## src/rtl/score_display_pkg.sv

```systemverilog
// Shared types and constants for the score display: FSM states, segment codes
// (gfedcba, active-low), conversion step count and one double-dabble step.
// Purely declarative; no clocked logic lives here.
package score_display_pkg;

  typedef enum logic [1:0] {
    IDLE    = 2'd0,
    CONVERT = 2'd1,
    UPDATE  = 2'd2
  } state_t;

  localparam logic [6:0] SEG_BLANK = 7'h7F;
  localparam logic [6:0] SEG_0     = 7'h40;
  localparam logic [6:0] SEG_1     = 7'h79;
  localparam logic [6:0] SEG_2     = 7'h24;
  localparam logic [6:0] SEG_3     = 7'h30;
  localparam logic [6:0] SEG_4     = 7'h19;
  localparam logic [6:0] SEG_5     = 7'h12;
  localparam logic [6:0] SEG_6     = 7'h02;
  localparam logic [6:0] SEG_7     = 7'h78;
  localparam logic [6:0] SEG_8     = 7'h00;
  localparam logic [6:0] SEG_9     = 7'h10;

  // One shift per input bit of a 5-bit score.
  localparam int STEPS = 5;

  // One double-dabble step on {tens[1:0], ones[3:0], bin[4:0]}. The tens
  // nibble never exceeds 3 for a 5-bit input, so only the ones digit needs
  // the +3 correction before the shift.
  function automatic logic [10:0] dd_step(input logic [5:0] bcd, input logic [4:0] bin);
    logic [3:0]  ones;
    logic [10:0] tmp;
    ones = (bcd[3:0] >= 4'd5) ? (bcd[3:0] + 4'd3) : bcd[3:0];
    tmp  = {bcd[5:4], ones, bin};
    return {tmp[9:0], 1'b0};
  endfunction

endpackage

```

## src/rtl/seg7_decode.sv

```systemverilog
// BCD digit to active-low seven-segment pattern (gfedcba), with blank enable.
// Latency: combinational. Backpressure: none.
// Non-decimal codes (10-15) also drive a blank pattern.
module seg7_decode
  import score_display_pkg::*;
(
  input  logic [3:0] digit_i,
  input  logic       blank_i,
  output logic [6:0] seg_o
);

  // Table lookup; blanking overrides the digit.
  always_comb begin
    seg_o = SEG_BLANK;
    if (!blank_i) begin
      case (digit_i)
        4'd0:    seg_o = SEG_0;
        4'd1:    seg_o = SEG_1;
        4'd2:    seg_o = SEG_2;
        4'd3:    seg_o = SEG_3;
        4'd4:    seg_o = SEG_4;
        4'd5:    seg_o = SEG_5;
        4'd6:    seg_o = SEG_6;
        4'd7:    seg_o = SEG_7;
        4'd8:    seg_o = SEG_8;
        4'd9:    seg_o = SEG_9;
        default: seg_o = SEG_BLANK;
      endcase
    end
  end

endmodule

```

## src/rtl/score_display.sv

```systemverilog
// Player/dealer 5-bit scores -> four active-low 7-seg digits; optional blink via HEX_BLINK_EN.
// Latency: load accepted at edge k, hex outputs update and busy drops at edge k+6.
// Backpressure: load is ignored while busy=1; captured scores are never disturbed.
module score_display
  import score_display_pkg::*;
#(
  parameter int unsigned BLINK_HALF_PERIOD = 24999999
) (
  input  logic       clk,
  input  logic       reset,
  input  logic       load,
  input  logic [4:0] player_score,
  input  logic [4:0] dealer_score,
  input  logic       blink,
  output logic       busy,
  output logic [6:0] hex0,
  output logic [6:0] hex1,
  output logic [6:0] hex2,
  output logic [6:0] hex3
);

  state_t      state_q;
  logic        busy_q;
  logic [2:0]  step_q;
  logic [4:0]  p_bin_q, d_bin_q;
  logic [5:0]  p_bcd_q, d_bcd_q;
  logic [6:0]  hex0_q, hex1_q, hex2_q, hex3_q;
  logic [10:0] p_dd_d, d_dd_d;
  logic [6:0]  p_ones_seg, p_tens_seg, d_ones_seg, d_tens_seg;
  logic        blank_mask;

  // Next double-dabble value for both scores, consumed in CONVERT.
  always_comb begin
    p_dd_d = dd_step(p_bcd_q, p_bin_q);
    d_dd_d = dd_step(d_bcd_q, d_bin_q);
  end

  // Ones digits always show; tens digits blank when zero.
  seg7_decode u_p_ones (.digit_i(p_bcd_q[3:0]),         .blank_i(1'b0),               .seg_o(p_ones_seg));
  seg7_decode u_p_tens (.digit_i({2'b00, p_bcd_q[5:4]}), .blank_i(p_bcd_q[5:4] == 2'd0), .seg_o(p_tens_seg));
  seg7_decode u_d_ones (.digit_i(d_bcd_q[3:0]),         .blank_i(1'b0),               .seg_o(d_ones_seg));
  seg7_decode u_d_tens (.digit_i({2'b00, d_bcd_q[5:4]}), .blank_i(d_bcd_q[5:4] == 2'd0), .seg_o(d_tens_seg));

  // Control FSM: capture on load, five conversion steps, then register the digits.
  always_ff @(posedge clk) begin
    if (reset) begin
      state_q <= IDLE;
      busy_q  <= 1'b0;
      step_q  <= 3'd0;
      p_bin_q <= 5'd0;
      d_bin_q <= 5'd0;
      p_bcd_q <= 6'd0;
      d_bcd_q <= 6'd0;
      hex0_q  <= SEG_BLANK;
      hex1_q  <= SEG_BLANK;
      hex2_q  <= SEG_BLANK;
      hex3_q  <= SEG_BLANK;
    end else begin
      case (state_q)
        IDLE: begin
          if (load) begin
            p_bin_q <= player_score;
            d_bin_q <= dealer_score;
            p_bcd_q <= 6'd0;
            d_bcd_q <= 6'd0;
            step_q  <= 3'd0;
            busy_q  <= 1'b1;
            state_q <= CONVERT;
          end
        end
        CONVERT: begin
          {p_bcd_q, p_bin_q} <= p_dd_d;
          {d_bcd_q, d_bin_q} <= d_dd_d;
          step_q <= step_q + 3'd1;
          if (step_q == 3'(STEPS - 1)) begin
            state_q <= UPDATE;
          end
        end
        UPDATE: begin
          hex0_q  <= p_ones_seg;
          hex1_q  <= p_tens_seg;
          hex2_q  <= d_ones_seg;
          hex3_q  <= d_tens_seg;
          busy_q  <= 1'b0;
          state_q <= IDLE;
        end
        default: begin
          busy_q  <= 1'b0;
          state_q <= IDLE;
        end
      endcase
    end
  end

`ifdef HEX_BLINK_EN
  localparam int unsigned CW = (BLINK_HALF_PERIOD > 0) ? $clog2(BLINK_HALF_PERIOD + 1) : 1;
  localparam logic [CW-1:0] HALF_C = CW'(BLINK_HALF_PERIOD);

  logic [CW-1:0] blink_cnt_q;
  logic          phase_q;

  // Half-period timer; dropping blink restarts it so the next blink opens visible.
  always_ff @(posedge clk) begin
    if (reset || !blink) begin
      blink_cnt_q <= '0;
      phase_q     <= 1'b0;
    end else if (blink_cnt_q == HALF_C) begin
      blink_cnt_q <= '0;
      phase_q     <= ~phase_q;
    end else begin
      blink_cnt_q <= blink_cnt_q + CW'(1);
    end
  end

  assign blank_mask = blink & phase_q;
`else
  localparam int unsigned unused_half_period = BLINK_HALF_PERIOD;
  logic unused_blink;
  assign unused_blink = blink;
  assign blank_mask   = 1'b0;
`endif

  assign busy = busy_q;
  assign hex0 = blank_mask ? SEG_BLANK : hex0_q;
  assign hex1 = blank_mask ? SEG_BLANK : hex1_q;
  assign hex2 = blank_mask ? SEG_BLANK : hex2_q;
  assign hex3 = blank_mask ? SEG_BLANK : hex3_q;

endmodule
```

## config.mk

```make
export PLATFORM = sky130hd
export DESIGN_NAME = score_display
export DESIGN_NICKNAME = d
export VERILOG_FILES = /design/src/rtl/score_display_pkg.sv /design/src/rtl/seg7_decode.sv /design/src/rtl/score_display.sv
export SDC_FILE = /design/constraint.sdc
export NUM_CORES = 1
export LEC_CHECK = 0
export CORE_MARGIN = 2
export CORE_UTILIZATION = 40
export DETAILED_ROUTE_END_ITERATION = 16
export PLACE_DENSITY = 0.58
export SYNTH_ARGS = -nofsm -noshare
export SYNTH_HDL_FRONTEND = slang
export SYNTH_HIERARCHICAL = 1
export SYNTH_SLANG_ARGS = --single-unit
```

## constraint.sdc

```tcl
create_clock -name clk -period 3.67 [get_ports clk]
set_input_delay 0.734 -clock clk [delete_from_list [all_inputs] [get_ports clk]]
set_output_delay 0.734 -clock clk [all_outputs]
set_load 0.005 [all_outputs]
```

==> flow_summary_export.csv, run 1 <==
group,metric,value,unit
setup_path,path_cells,"clkdlybuf4s50_1 > o21bai_2 > o21ai_0 > a21oi_1",
clock_network,clock-sinks,56,
setup_path,cpPeakStageDelay,0.65,ns
sta,slew_headroom,0.252,
yosys,synth_edf_count,0,
layout,fin_util,0.483,
detailed_routing,wl_per_cell,12.1,um
yosys,avgSynthCellArea,7.98,um^2
flow_run,cap_violations,0,
sta,final.setup.tns,0,ns
yosys,yosysTopAreaCell,"dfxtp_1",
die,dieWidth,94.9,um
sta,tightest_slew,1.12,ns
global_routing,grt_overflow,0,
clock_network,root_buffer,"clkbuf_8",
yosys,yosys_warnings,6,
detailed_routing,drtIter0Drc,101,
detailed_routing,drt_pass1_iterations,4,
power,power_frac_comb,0.103,
yosys,async_reset_ff_frac,0,
power,pwr-share-seq,0.574,
yosys,syn_inst,414,
sta,final.setup_skew,0.00785,ns
clock_network,ctsResizeCount,0,
setup_path,path_class,"input port to flip-flop",
detailed_routing,drc_errors,0,
layout,nets,508,
detailed_routing,postRouteAntennaNets,0,
die,die_h,94.9,um
setup_path,cp_slowest_cell,"o21bai_2",
sta,final.min_clock_period,2.08,ns
sta,setup_viol,0,
detailed_routing,drt_wl_total,6930,um
yosys,ys_ff_latch,56,
power,swShare,0.252,
setup_path,path_buf_inv,1,
yosys,synth_common_cells,"62 x nand2_1, 56 x dfxtp_1, 36 x nand3_1, 31 x a21oi_1, 26 x ha_1",
power,intPower,0.000824,W
global_routing,grt_pass1_wl,12400,um
die,rows,33,
place,place_area,0.00381,mm^2
global_routing,antenna_found_initial,0,
setup_path,crit_fanout,15,
sta,fmax,480,MHz
power,power.share.clock,0.322,
power,total_power,0.00110,W
clock_network,post_cts_buffers,0,
setup_path,cp.required,3.91,ns
place,dp_cells,566,
clock_network,path_clk_slew,0.10,ns
clock_network,cts-hold-fix-buffers,0,
die,initial_utilization,0.408,
clock_network,cts_tree,"yes",
clock_network,insertion_delay,0.31,ns
sta,finalHoldViolCount,0,
yosys,ys_seq_area_frac,0.339,
place,gp_congestion,0.833,
global_routing,grt_use_total,0.167,
yosys,yosysUniqueCellTypes,44,
sta,min_period_over_period,0.567,
detailed_routing,viasPerCell,5.00,
yosys,yosys-top-cells-area,"dfxtp_1 34%, ha_1 9.8%, nand2_1 7.0%, nand3_1 5.5%, a21oi_1 4.7%",
power,peakVddDrop,153,uV
die,ios,43,
layout,drive_above_1_share,0.0576,
clock_network,cts_buffer_depth,2,
place,port_buffers,41,
sta,rsz0062_at_grt,"no",
layout,n_antenna_cell,0,
place,dp_hpwl,4790,um
yosys,ys.flop_type,"dfxtp_1",
power,p_sw,0.000278,W
detailed_routing,vias,2872,
yosys,netlist_area,0.00330,mm^2
setup_path,crit_family,"compound AO/OA/AOI/OAI gates",
layout,syn_to_final_growth,18.2,%
layout,final_cell_count_no_fill,574,
setup_path,worst_setup_path_end_kind,"flip-flop",
die,core_area,0.00809,mm^2
layout,design_area,0.00391,mm^2
setup_path,critPathArrivalTime,2.32,ns
setup_path,crit_path_start_kind,"input port",
hold_path,hold_path_class,"flip-flop to flip-flop",
yosys,synthDominantCellAreaShare,0.339,
clock_network,h-tree-depth,2,
yosys,synth_most_common_cell,"nand2_1",
sta,drv_slew,0,
power,p_leak,1.60,nW
global_routing,grt_max_degree,45,
power,power_density,282,mW/mm^2
clock_network,cts_inserted_buffers,5,
die,die_area,0.00900,mm^2
outcome,outcome,"finished, final reports clean",
global_routing,grt_pass1_vias,2749,
power by group through the flow:
| stage | combinational, W | sequential (W) | clock, W |
|---|---|---|---|
| 2_1_floorplan | 0.0000896 | 0.000641 | 0 |
| 3_3_place_gp | 0.000111 | 0.000647 | 0 |
| 3_5_place_dp | 0.000112 | 0.000647 | 0 |
| 4_1_cts | 0.000112 | 0.000633 | 0.000367 |
| 5_1_grt | 0.000130 | 0.000636 | 0.000392 |
| 6_report | 0.000114 | 0.000633 | 0.000355 |
cell type report:
type / count / area [um^2]
clock buffer: 8 / 90.1
sequential: 56 / 1120
timing repair buffer: 43 / 425
inverter: 26 / 97.6
tap: 105 / 131
fill: 840 / 4190
multi-input combinational: 336 / 2040
per-stage QoR:
step,hold WS [ns],setup WS [ns]
after floorplan,0.444,2.05
after global placement,0.451,1.30
after detailed placement,0.456,1.29
after CTS,0.480,1.61
after global routing,0.494,1.35
final,0.474,1.59
cell usage in the layout, fill, tap and decap left out, types with 3 or more instances in the layout:
cell type	synthesis	layout
or2b_1	3	3
nand2_1	62	62
nor3_2	3	3
o2bb2ai_1	5	5
o21a_1	3	3
nor2b_1	9	9
nor2_1	24	24
nand3_1	36	36
conb_1	1	28
nand2b_1	13	13
dfxtp_1	56	56
a21oi_1	31	31
o21bai_1	5	5
o2111ai_1	4	4
o21ai_0	23	23
clkbuf_8	0	6
o211ai_1	4	4
o22ai_1	6	6
a22oi_1	7	7
nor3b_2	5	5
nor3_1	4	4
nand2b_4	3	3
ha_1	26	26
o21ai_1	7	7
xor2_1	4	4
clkdlybuf4s50_1	0	41
inv_1	25	25
state kept, by name, summed over array words and instances (netlist names):
name,flops
hex0,7
hex1,7
hex2,7
hex3,7
d_bcd_q,6
p_bcd_q,6
d_bin_q,5
p_bin_q,5
step_q,3
state_q,2
busy,1
worst paths after layout:
path | startpoint | endpoint | slack, ns | cells past startpoint
max | load | p_bcd_q[3]$_SDFFE_PP0P_ | 1.59 | 4
min reg2reg | hex2[6]$_SDFFE_PP1N_ | hex2[6]$_SDFFE_PP1N_ | 0.47 | 2
min | hex2[6]$_SDFFE_PP1N_ | hex2[6]$_SDFFE_PP1N_ | 0.47 | 2
max reg2reg | state_q[0]$_SDFFE_PP0P_ | d_bcd_q[1]$_SDFFE_PP0P_ | 1.65 | 3
logic make-up (layout without fill, tap and decap cells):
kind of cell / Yosys count / count (layout) / share of synthesized area
DFF: 56 / 56 / 0.339
AOI/OAI and AO/OA: 103 / 103 / 0.195
other: 1 / 28 / 0.00114
xor gates and xnor gates: 6 / 6 / 0.0159
muxes: 2 / 2 / 0.00606
and+or+nand+nor: 171 / 171 / 0.270
adders and majority gates: 26 / 26 / 0.0985
buffers and inverters: 49 / 77 / 0.0739
metal layers:
layer,up-vias,global-route usage,share of wire
met3,4,0.0239,0.036
met4,0,0.0483,0.0082
met2,47,0.287,0.46
li1,1491,-,-
met1,1330,0.218,0.49
met5,-,0,0
tightest hold or removal path: stages, from the launching register on:
cell     delay [ns]
dfxtp_1        0.32
nand2_1        0.05
nand3_1        0.06
No activity file was read; power rests on OpenSTA's default activity.
==> inputs of run 2 (changes only) <==
==> constraint.sdc (replaced) <==
create_clock -name clk -period 2.1 [get_ports clk]
set_input_delay 0.42 -clock clk [delete_from_list [all_inputs] [get_ports clk]]
set_output_delay 0.42 -clock clk [all_outputs]
set_load 0.005 [all_outputs]
==> run 2 against run 1 <==
Net effect:
- hold slack worse by 0.0052 ns
- first-iteration DRC count grew 16%
- critical path depth up 1
- via count decreased by 1.1%
- utilization increased by 1.5 points
- critical path type is now flip-flop to flip-flop
- highest routed layer unchanged
==> flow_summary_export.csv, run 2 (synthesized netlist as in run 1, its figures left out) <==
group,metric,value,unit
clock_network,cts_buffer_depth,2,
power,peakVddDrop,280,uV
power,p_leak,1.67,nW
setup_path,timing.rr.end,"d_bcd_q[4]$_SDFFE_PP0P_",
global_routing,antenna_found_initial,0,
sta,fmax,624,MHz
sta,final.min_clock_period,1.60,ns
global_routing,grt_use_total,0.162,
layout,multi_input_area,0.00204,mm^2
setup_path,worst_setup_path_end_kind,"flip-flop",
global_routing,grt_pass1_wl,11800,um
global_routing,grt_overflow,0,
detailed_routing,viasPerCell,4.86,
sta,rsz0062_at_grt,"no",
layout,layout_commonest_cell,"nand2_1",
outcome,outcome,"finished, final reports clean",
die,dieWidth,94.9,um
setup_path,path_class,"flip-flop to flip-flop",
setup_path,cp.required,2.32,ns
hold_path,hold_path_class,"flip-flop to flip-flop",
place,dp_cells,576,
place,port_buffers,41,
setup_path,r2r_setup_slack,0.50,ns
layout,fin_util,0.498,
power,total_power,0.00210,W
detailed_routing,drc_errors,0,
setup_path,r2r_start,"d_bcd_q[1]$_SDFFE_PP0P_",
layout,num-fill-cells,866,
detailed_routing,drt_wl_total,6930,um
die,rows,33,
layout,syn_to_final_growth,22.0,%
die,die_area,0.00900,mm^2
place,gp_congestion,0.830,
clock_network,ctsResizeCount,0,
sta,final.setup_skew,0.00738,ns
clock_network,root_buffer,"clkbuf_8",
clock_network,h-tree-depth,2,
clock_network,cts_tree,"yes",
clock_network,insertion_delay,0.31,ns
layout,n_antenna_cell,0,
detailed_routing,drtIter0Drc,117,
layout,final_cell_mix,"62 x nand2_1, 56 x dfxtp_1, 41 x clkdlybuf4s50_1, 36 x nand3_1, 31 x a21oi_1",
sta,drv_slew,0,
setup_path,worstSetupStartpoint,"d_bcd_q[1]$_SDFFE_PP0P_",
detailed_routing,drt_pass1_iterations,4,
layout,register_area,0.00112,mm^2
detailed_routing,vias,2840,
global_routing,grt_max_degree,27,
layout,nets,518,
die,ios,43,
layout,drive_above_1_share,0.0814,
sta,tightest_slew,0.649,ns
sta,slew_headroom,0.567,
sta,min_period_over_period,0.763,
clock_network,clock-sinks,56,
place,dp_hpwl,4930,um
sta,final.setup.tns,0,ns
setup_path,r2r_cells,5,
clock_network,cts-hold-fix-buffers,0,
sta,setup_viol,0,
layout,design_area,0.00403,mm^2
global_routing,grt_pass1_vias,2566,
clock_network,cts_inserted_buffers,5,
die,initial_utilization,0.408,
power,power_density,520,mW/mm^2
sta,finalHoldViolCount,0,
setup_path,critPathArrivalTime,1.82,ns
setup_path,setup.worst_path.end,"d_bcd_q[4]$_SDFFE_PP0P_",
detailed_routing,postRouteAntennaNets,0,
setup_path,crit_fanout,10,
die,die_h,94.9,um
clock_network,path_clk_slew,0.10,ns
flow_run,cap_violations,0,
clock_network,post_cts_buffers,0,
setup_path,crit_path_start_kind,"flip-flop",
layout,final_cell_count_no_fill,584,
place,place_area,0.00390,mm^2
die,core_area,0.00809,mm^2
detailed_routing,wl_per_cell,11.9,um
[run 2: report_power, final]
part	switching [W]	internal (W)	total, W
Clock	0.000359	0.000422	0.000781
Sequential	0.0000216	0.00108	0.00111
Combinational	0.000114	0.0000950	0.000209
[run 2: metal layers]
metal	routed length, um	GRT usage	vias to the layer above
met5	0	0	-
met4	79	0.0471	0
met3	214	0.0311	4
met2	3120	0.267	43
met1	3520	0.216	1278
li1	-	-	1515
[run 2: area by class of cell]
type	count	area share
clock buffer	7	0.0239
clock inverter	1	0.00745
inverter	26	0.0242
multi-input combinational	336	0.506
sequential	56	0.278
tap	105	0.0326
timing repair buffer	53	0.127
[run 2: worst min-delay path by stage]
stage / startpoint / end / slack, ns / cells after the start
4_1_cts: busy$_SDFFE_PP0P_ / busy$_SDFFE_PP0P_ / 0.47 / 2
5_1_grt: hex2[6]$_SDFFE_PP1N_ / hex2[6]$_SDFFE_PP1N_ / 0.49 / 2
6_report: busy$_SDFFE_PP0P_ / busy$_SDFFE_PP0P_ / 0.47 / 2
3_5_place_dp: hex2[3]$_SDFFE_PP1N_ / hex2[3]$_SDFFE_PP1N_ / 0.45 / 2
2_1_floorplan: busy$_SDFFE_PP0P_ / busy$_SDFFE_PP0P_ / 0.44 / 2
3_3_place_gp: hex3[3]$_SDFFE_PP1N_ / hex3[3]$_SDFFE_PP1N_ / 0.45 / 2
[run 2: critical path: stages (launching register included)]
cell and delay [ns]:
dfxtp_1 0.57, inv_1 0.12, ha_1 0.23, nor2b_1 0.16, o21a_1 0.20, o41ai_1 0.23
[run 2: through the flow]
| step | setup slack [ns] | hold slack, ns |
|---|---|---|
| finish | 0.497 | 0.469 |
| CTS | 0.476 | 0.470 |
| global placement | 0.346 | 0.451 |
| floorplan | 0.743 | 0.444 |
| detailed placement | 0.343 | 0.451 |
| global route | 0.355 | 0.493 |
